===== src/rtl/mem_arb_pkg.sv =====
// Shared types and constants for the main-memory port A arbiter.
package mem_arb_pkg;

    localparam int unsigned ADDR_W          = 32;
    localparam int unsigned DATA_W          = 32;
    localparam int unsigned DEF_MEMORY_SIZE = 'h0083;

    typedef enum logic [1:0] {
        IDLE   = 2'd0,
        ACCESS = 2'd1,
        RESP   = 2'd2
    } state_t;

    typedef enum logic {
        REQ_CPU  = 1'b0,
        REQ_HOST = 1'b1
    } req_id_t;

    typedef struct packed {
        logic              we;
        logic [ADDR_W-1:0] addr;
        logic [DATA_W-1:0] wdata;
    } mem_cmd_t;

endpackage


===== src/rtl/rr_arbiter2.sv =====
// Two-way round-robin pick: a tie goes to the requester that was not served last.
module rr_arbiter2
    import mem_arb_pkg::*;
(
    input  logic    cpu_req,
    input  logic    host_req,
    input  req_id_t rr_last,
    output req_id_t winner_c,
    output logic    valid_c
);

    always_comb begin
        valid_c  = cpu_req | host_req;
        winner_c = REQ_CPU;
        if (cpu_req && host_req) begin
            winner_c = (rr_last == REQ_CPU) ? REQ_HOST : REQ_CPU;
        end else if (host_req) begin
            winner_c = REQ_HOST;
        end
    end

endmodule


===== src/rtl/mem_port_a_arbiter.sv =====
// Serialises cpu and host word accesses onto memory port A with range blocking
// and a one-cycle grant / one-cycle response handshake.
module mem_port_a_arbiter
    import mem_arb_pkg::*;
#(
    parameter int unsigned MEMORY_SIZE = DEF_MEMORY_SIZE
) (
    input  logic              clk,
    input  logic              rst_n,
    input  logic              cpu_req,
    input  logic              cpu_we,
    input  logic [ADDR_W-1:0] cpu_addr,
    input  logic [DATA_W-1:0] cpu_wdata,
    output logic              cpu_gnt,
    output logic              cpu_rsp_valid,
    output logic              cpu_rsp_err,
    output logic [DATA_W-1:0] cpu_rdata,
    input  logic              host_req,
    input  logic              host_we,
    input  logic [ADDR_W-1:0] host_addr,
    input  logic [DATA_W-1:0] host_wdata,
    output logic              host_gnt,
    output logic              host_rsp_valid,
    output logic              host_rsp_err,
    output logic [DATA_W-1:0] host_rdata,
    output logic              mem_wen,
    output logic              mem_ren,
    output logic [ADDR_W-1:0] mem_addr,
    output logic [DATA_W-1:0] mem_wdata,
    input  logic [DATA_W-1:0] mem_rdata
);

    state_t  state, state_nxt;
    req_id_t rr_last, rr_nxt;
    req_id_t id_q, id_nxt;
    logic    we_q, we_nxt;
    logic    err_q, err_nxt;

    req_id_t  arb_winner;
    logic     arb_valid;
    mem_cmd_t sel_cmd;
    logic     sel_err;

    logic              cpu_gnt_nxt, host_gnt_nxt;
    logic              cpu_rsp_valid_nxt, host_rsp_valid_nxt;
    logic              cpu_rsp_err_nxt, host_rsp_err_nxt;
    logic [DATA_W-1:0] cpu_rdata_nxt, host_rdata_nxt, rsp_data;
    logic              mem_wen_nxt, mem_ren_nxt;
    logic [ADDR_W-1:0] mem_addr_nxt;
    logic [DATA_W-1:0] mem_wdata_nxt;

    rr_arbiter2 u_rr (
        .cpu_req  (cpu_req),
        .host_req (host_req),
        .rr_last  (rr_last),
        .winner_c (arb_winner),
        .valid_c  (arb_valid)
    );

    // The winner's command goes straight into the memory-side output registers.
    always_comb begin
        if (arb_winner == REQ_HOST) begin
            sel_cmd = {host_we, host_addr, host_wdata};
        end else begin
            sel_cmd = {cpu_we, cpu_addr, cpu_wdata};
        end
        sel_err = (sel_cmd.addr >= ADDR_W'(MEMORY_SIZE));
    end

    always_comb begin
        state_nxt          = state;
        rr_nxt             = rr_last;
        id_nxt             = id_q;
        we_nxt             = we_q;
        err_nxt            = err_q;
        cpu_gnt_nxt        = 1'b0;
        host_gnt_nxt       = 1'b0;
        cpu_rsp_valid_nxt  = 1'b0;
        host_rsp_valid_nxt = 1'b0;
        cpu_rsp_err_nxt    = 1'b0;
        host_rsp_err_nxt   = 1'b0;
        cpu_rdata_nxt      = '0;
        host_rdata_nxt     = '0;
        mem_wen_nxt        = 1'b0;
        mem_ren_nxt        = 1'b0;
        mem_addr_nxt       = '0;
        mem_wdata_nxt      = '0;
        rsp_data           = (!err_q && !we_q) ? mem_rdata : '0;

        case (state)
            IDLE, RESP: begin
                if (arb_valid) begin
                    state_nxt = ACCESS;
                    rr_nxt    = arb_winner;
                    id_nxt    = arb_winner;
                    we_nxt    = sel_cmd.we;
                    err_nxt   = sel_err;
                    if (arb_winner == REQ_HOST) begin
                        host_gnt_nxt = 1'b1;
                    end else begin
                        cpu_gnt_nxt = 1'b1;
                    end
                    if (!sel_err) begin
                        mem_wen_nxt   = sel_cmd.we;
                        mem_ren_nxt   = !sel_cmd.we;
                        mem_addr_nxt  = sel_cmd.addr;
                        mem_wdata_nxt = sel_cmd.wdata;
                    end
                end else begin
                    state_nxt = IDLE;
                end
            end
            ACCESS: begin
                state_nxt = RESP;
                if (id_q == REQ_HOST) begin
                    host_rsp_valid_nxt = 1'b1;
                    host_rsp_err_nxt   = err_q;
                    host_rdata_nxt     = rsp_data;
                end else begin
                    cpu_rsp_valid_nxt = 1'b1;
                    cpu_rsp_err_nxt   = err_q;
                    cpu_rdata_nxt     = rsp_data;
                end
            end
            default: state_nxt = IDLE;
        endcase
    end

    always_ff @(posedge clk or negedge rst_n) begin
        if (!rst_n) begin
            state   <= IDLE;
            rr_last <= REQ_HOST;
            id_q    <= REQ_CPU;
            we_q    <= 1'b0;
            err_q   <= 1'b0;
        end else begin
            state   <= state_nxt;
            rr_last <= rr_nxt;
            id_q    <= id_nxt;
            we_q    <= we_nxt;
            err_q   <= err_nxt;
        end
    end

    // Output registers; every handshake and memory signal is a registered pulse.
    always_ff @(posedge clk or negedge rst_n) begin
        if (!rst_n) begin
            cpu_gnt        <= 1'b0;
            host_gnt       <= 1'b0;
            cpu_rsp_valid  <= 1'b0;
            host_rsp_valid <= 1'b0;
            cpu_rsp_err    <= 1'b0;
            host_rsp_err   <= 1'b0;
            cpu_rdata      <= '0;
            host_rdata     <= '0;
            mem_wen        <= 1'b0;
            mem_ren        <= 1'b0;
            mem_addr       <= '0;
            mem_wdata      <= '0;
        end else begin
            cpu_gnt        <= cpu_gnt_nxt;
            host_gnt       <= host_gnt_nxt;
            cpu_rsp_valid  <= cpu_rsp_valid_nxt;
            host_rsp_valid <= host_rsp_valid_nxt;
            cpu_rsp_err    <= cpu_rsp_err_nxt;
            host_rsp_err   <= host_rsp_err_nxt;
            cpu_rdata      <= cpu_rdata_nxt;
            host_rdata     <= host_rdata_nxt;
            mem_wen        <= mem_wen_nxt;
            mem_ren        <= mem_ren_nxt;
            mem_addr       <= mem_addr_nxt;
            mem_wdata      <= mem_wdata_nxt;
        end
    end

endmodule


===== config.mk =====
export PLATFORM = sky130hd
export DESIGN_NAME = mem_port_a_arbiter
export DESIGN_NICKNAME = d
export VERILOG_FILES = /design/src/rtl/mem_arb_pkg.sv /design/src/rtl/rr_arbiter2.sv /design/src/rtl/mem_port_a_arbiter.sv
export SDC_FILE = /design/constraint.sdc
export NUM_CORES = 1
export LEC_CHECK = 0
export CORE_MARGIN = 5
export CORE_UTILIZATION = 34
export CTS_BUF_LIST = sky130_fd_sc_hd__clkbuf_4 sky130_fd_sc_hd__clkbuf_8 sky130_fd_sc_hd__clkbuf_16
export DETAILED_ROUTE_END_ITERATION = 12
export GPL_TIMING_DRIVEN = 0
export HOLD_SLACK_MARGIN = 0.15
export PLACE_DENSITY_LB_ADDON = 0.1
export SYNTH_ARGS = -nofsm -noshare
export SYNTH_HDL_FRONTEND = slang
export SYNTH_SLANG_ARGS = --single-unit

===== constraint.sdc =====
create_clock -name clk -period 1.7 [get_ports clk]
set_input_delay 0.425 -clock clk [delete_from_list [all_inputs] [get_ports clk]]
set_output_delay 0.425 -clock clk [all_outputs]
set_load 0.01 [all_outputs]

==> impl_results.md <==
* Starting utilization of the core area at 34.72%
* Async SR Flop Fraction at 100.0%
* Share of Yosys cell area claimed by the top area cell type at 69.66%
* Kind of start point of the critical path: input port
* Post-DR wirelength/cell at 17.59 um
* Count of cell types in the netlist at 30
* Overflow left after global routing at 0
* Overall via count from detail_route at 4350
* Worst reg2reg endpoint: mem_wdata[22]
* Design Power at 0.008366 W
* HPWL reported at the end of detailed placement at 12810 um
* WHS Path Cells at 3
* Static power due to leakage at 5.263 nW
* Final worst hold slack at 313.3 ps
* Final Max Tran Viols at 0
* Required @ worst endpoint at 2030 ps
* Final WL at 16820 um
* CTS tree: built
* PD cells at 891.9 mW/mm2
* Post-synthesis to final-layout area growth at 85.20%
* Number of buffers added on ports at 301
* Relative max-transition margin at 61.21%
* Count of antenna diodes in the layout at 0
* Per-instance average area after synthesis at 12.57 um2
* Clock latency of the later-clocked register in the worst-skew pair at 410 ps
* Count of endpoints failing setup in the final report at 44
* Startpoint of the most critical register-to-register path: rr_last
* RSZ-0062 raised after global routing: true
* Layout Nets at 925
* Maximum clock rate at 538.4 MHz
* Number of I/O pins at 302
* Global route hottest layer: met2
* Initial detailed-routing violation count at 196
* Root Buffer Master: clkbuf_16
* Worst slew pin tran at 579.7 ps
* Pin count of the biggest net entering global routing at 90
* Synthesis warning total at 0
* Arr. time, crit path at 2190 ps
* Via count of the first global-routing pass at 4604
* Post-layout minimum cycle time at 1857 ps
* Post-synthesis cell type with the largest combined area: dfrtp_1
* Origin of the worst min-delay path: host_addr[2]
* Fin worst setup slack at -157.2 ps
* Clock-pin transition on the worst setup and hold timing paths at 50 ps
* Setup slack of the most critical reg-to-reg path at -140 ps
* Clock Tree Buf Depth at 2
* Top cells by count, synth: dfrtp_1 (141), nand2_1 (81), and3_1 (65)
* Per-cell via count in the routed design at 4.550
* Global routing usage on met2 at 32.37%
* Top cells by area, synth: dfrtp_1 (70%), and3_1 (8.0%), a21oi_2 (6.7%), nand2_1 (6.0%), clkbuf_1 (1.6%)
* Global routing met1 resource utilization at 21.17%
* Number of sinks on the clock net at 142
* Die Y-Extent at 132.1 um
* Initial antenna violation count at 3
* Hold crit path type: in2reg
* Share of post-route cells with drive strength above 1 at 14.90%
* Crit path capture type: flip-flop
* Status: finished, violations left
* Area used by sequential logic in the layout at 0.003555 mm2
* Detail Route Antenna Nets at 0
* VDD IR-drop max at 0.6544 mV
* Level count of the clock H-tree at 4
* Num CTS Buffers at 17
* Violated checks: negative setup slack
* Post-synth EDFFs at 0
* Peak fanout along the critical path at 5
* Hold EP: mem_addr[2]
* Global router's overall resource usage at 18.84%
* Placeable Area at 0.01459 mm2
* Most instantiated library cell after synthesis: dfrtp_1
* Rows at 44
* Worst R2R Path Depth at 7
* Flip-flop and latch count after synthesis at 142
* DR DRC count at 0
* Post-synthesis instance area at 0.005065 mm2
* Crit share post-route at 109.2%
* Most common flop cell mapped by yosys: dfrtp_1
* Number of failing hold endpoints at the final stage at 0
* Met3 layer usage reported by global route at 7.748%
* Path type of the worst setup path: in2reg
* Drt first pass iters at 4
* Area of the die at 0.01744 mm2
* Floorplan die width at 132.1 um
* Multi-input gate area at 0.001624 mm2
* Final GP Congestion at 0.7965
* Max capacitance violation total at 0
* Seq/Total Area, Yosys at 70.18%
* Global-route wire length before repair at 25560 um
* Number of filler instances in the final layout at 1188
* Synthesized instance count at 403
* Final clock skew at 5.429 ps
critical path, cell delays in order:
cell and delay (ps):
clkdlybuf4s50_1 390, nor4_1 140, and4_1 250, nand4_1 150, a211o_4 400, clkbuf_16 180, buf_12 140, a21oi_2 110
routing by layer:
metal | vias up | wire length (um)
met5 | - | 39
met1 | 2076 | 6404
met3 | 23 | 1445
met4 | 6 | 296
li1 | 2049 | -
met2 | 196 | 8630
through the flow:
stage	utilization, %	area (um2)	worst slack (ps)	std cells	TNS [ps]
after floorplan	-	5151	22.56	426	0
after global placement	57.54	8394	-5127	911	-771890
after detailed placement	57.74	8423	-1061	912	-47740
after CTS	61.95	9037	-153.6	950	-5469
after global routing	64.30	9380	-161.6	956	-6159
final	64.30	9380	-157.2	956	-5323
cell families (layout without fill, tap and decap cells):
| logic type | Yosys count | after routing | synth area share [%] |
|---|---|---|---|
| flip-flops | 142 | 142 | 70.18 |
| AND/OR/NAND/NOR | 179 | 179 | 17.93 |
| multiplexers | 1 | 1 | 0.1976 |
| buffers and inverters | 28 | 374 | 2.964 |
| AO/OA/AOI/OAI | 52 | 52 | 8.646 |
| other | 1 | 24 | 0.07404 |
power breakdown:
| part | internal, W | total [W] | switching [W] |
|---|---|---|---|
| logic | 0.000494 | 0.000942 | 0.000448 |
| registers | 0.00345 | 0.00349 | 0.0000336 |
| clock network | 0.00260 | 0.00394 | 0.00133 |
| total | 0.00655 | 0.00837 | 0.00182 |
final cells by class:
class | count | area share [%]
Inverter | 1 | 0.04002
Clock inverter | 9 | 1.681
Sequential cell | 142 | 37.90
Timing Repair Buffer | 314 | 33.35
Clock buffer | 23 | 5.149
Tap cell | 184 | 2.454
Multi-Input combinational cell | 256 | 17.31
Buffer | 27 | 2.121
cells in the final DEF, fill, tap and decap left out, types with 3 or more instances in the layout:
cell type        Yosys  routed
dfrtp_1            141     141
dlygate4sd2_1        0     136
clkdlybuf4s50_1      0     135
nand2_1             81      81
and3_1              65      65
a21oi_2             39      30
dlymetal6s2s_1       0      28
conb_1               1      24
clkbuf_16            0      21
clkbuf_1            21      14
a21oi_4              0       9
clkbuf_2             0       7
nor2_1               6       6
nor4_1               9       5
buf_12               0       5
buf_4                0       5
clkbuf_4             0       4
bufinv_16            0       4
buf_6                6       3
nor4_2               0       3
nor3_2               1       3
worst max path at each step:
stage,startpoint,to,cells past startpoint
2_1_floorplan,host_addr[0],mem_addr[7],7
3_3_place_gp,rst_n,mem_wdata[16],1
4_1_cts,rr_last,mem_wdata[22],7
6_report,host_addr[28],mem_wdata[22],8
5_1_grt,rr_last,mem_wdata[22],7
3_5_place_dp,host_req,mem_wdata[29],7
flip-flops by register name, indices dropped and copies added, names as in the netlist, 2 cells and up:
signal	cells
cpu_rdata	32
host_rdata	32
mem_addr	32
mem_wdata	32
state	2
repair_timing:
item                                    4_1_cts  5_1_grt
setup buffers                                 4        2
hold endpoints to repair                     53        0
hold buffers                                  1        0
resized for setup                           153       66
pin swaps                                     3       17
gates cloned                                  1        4
endpoints found under the setup margin      195      114
Power figures use the tool's default switching activity.
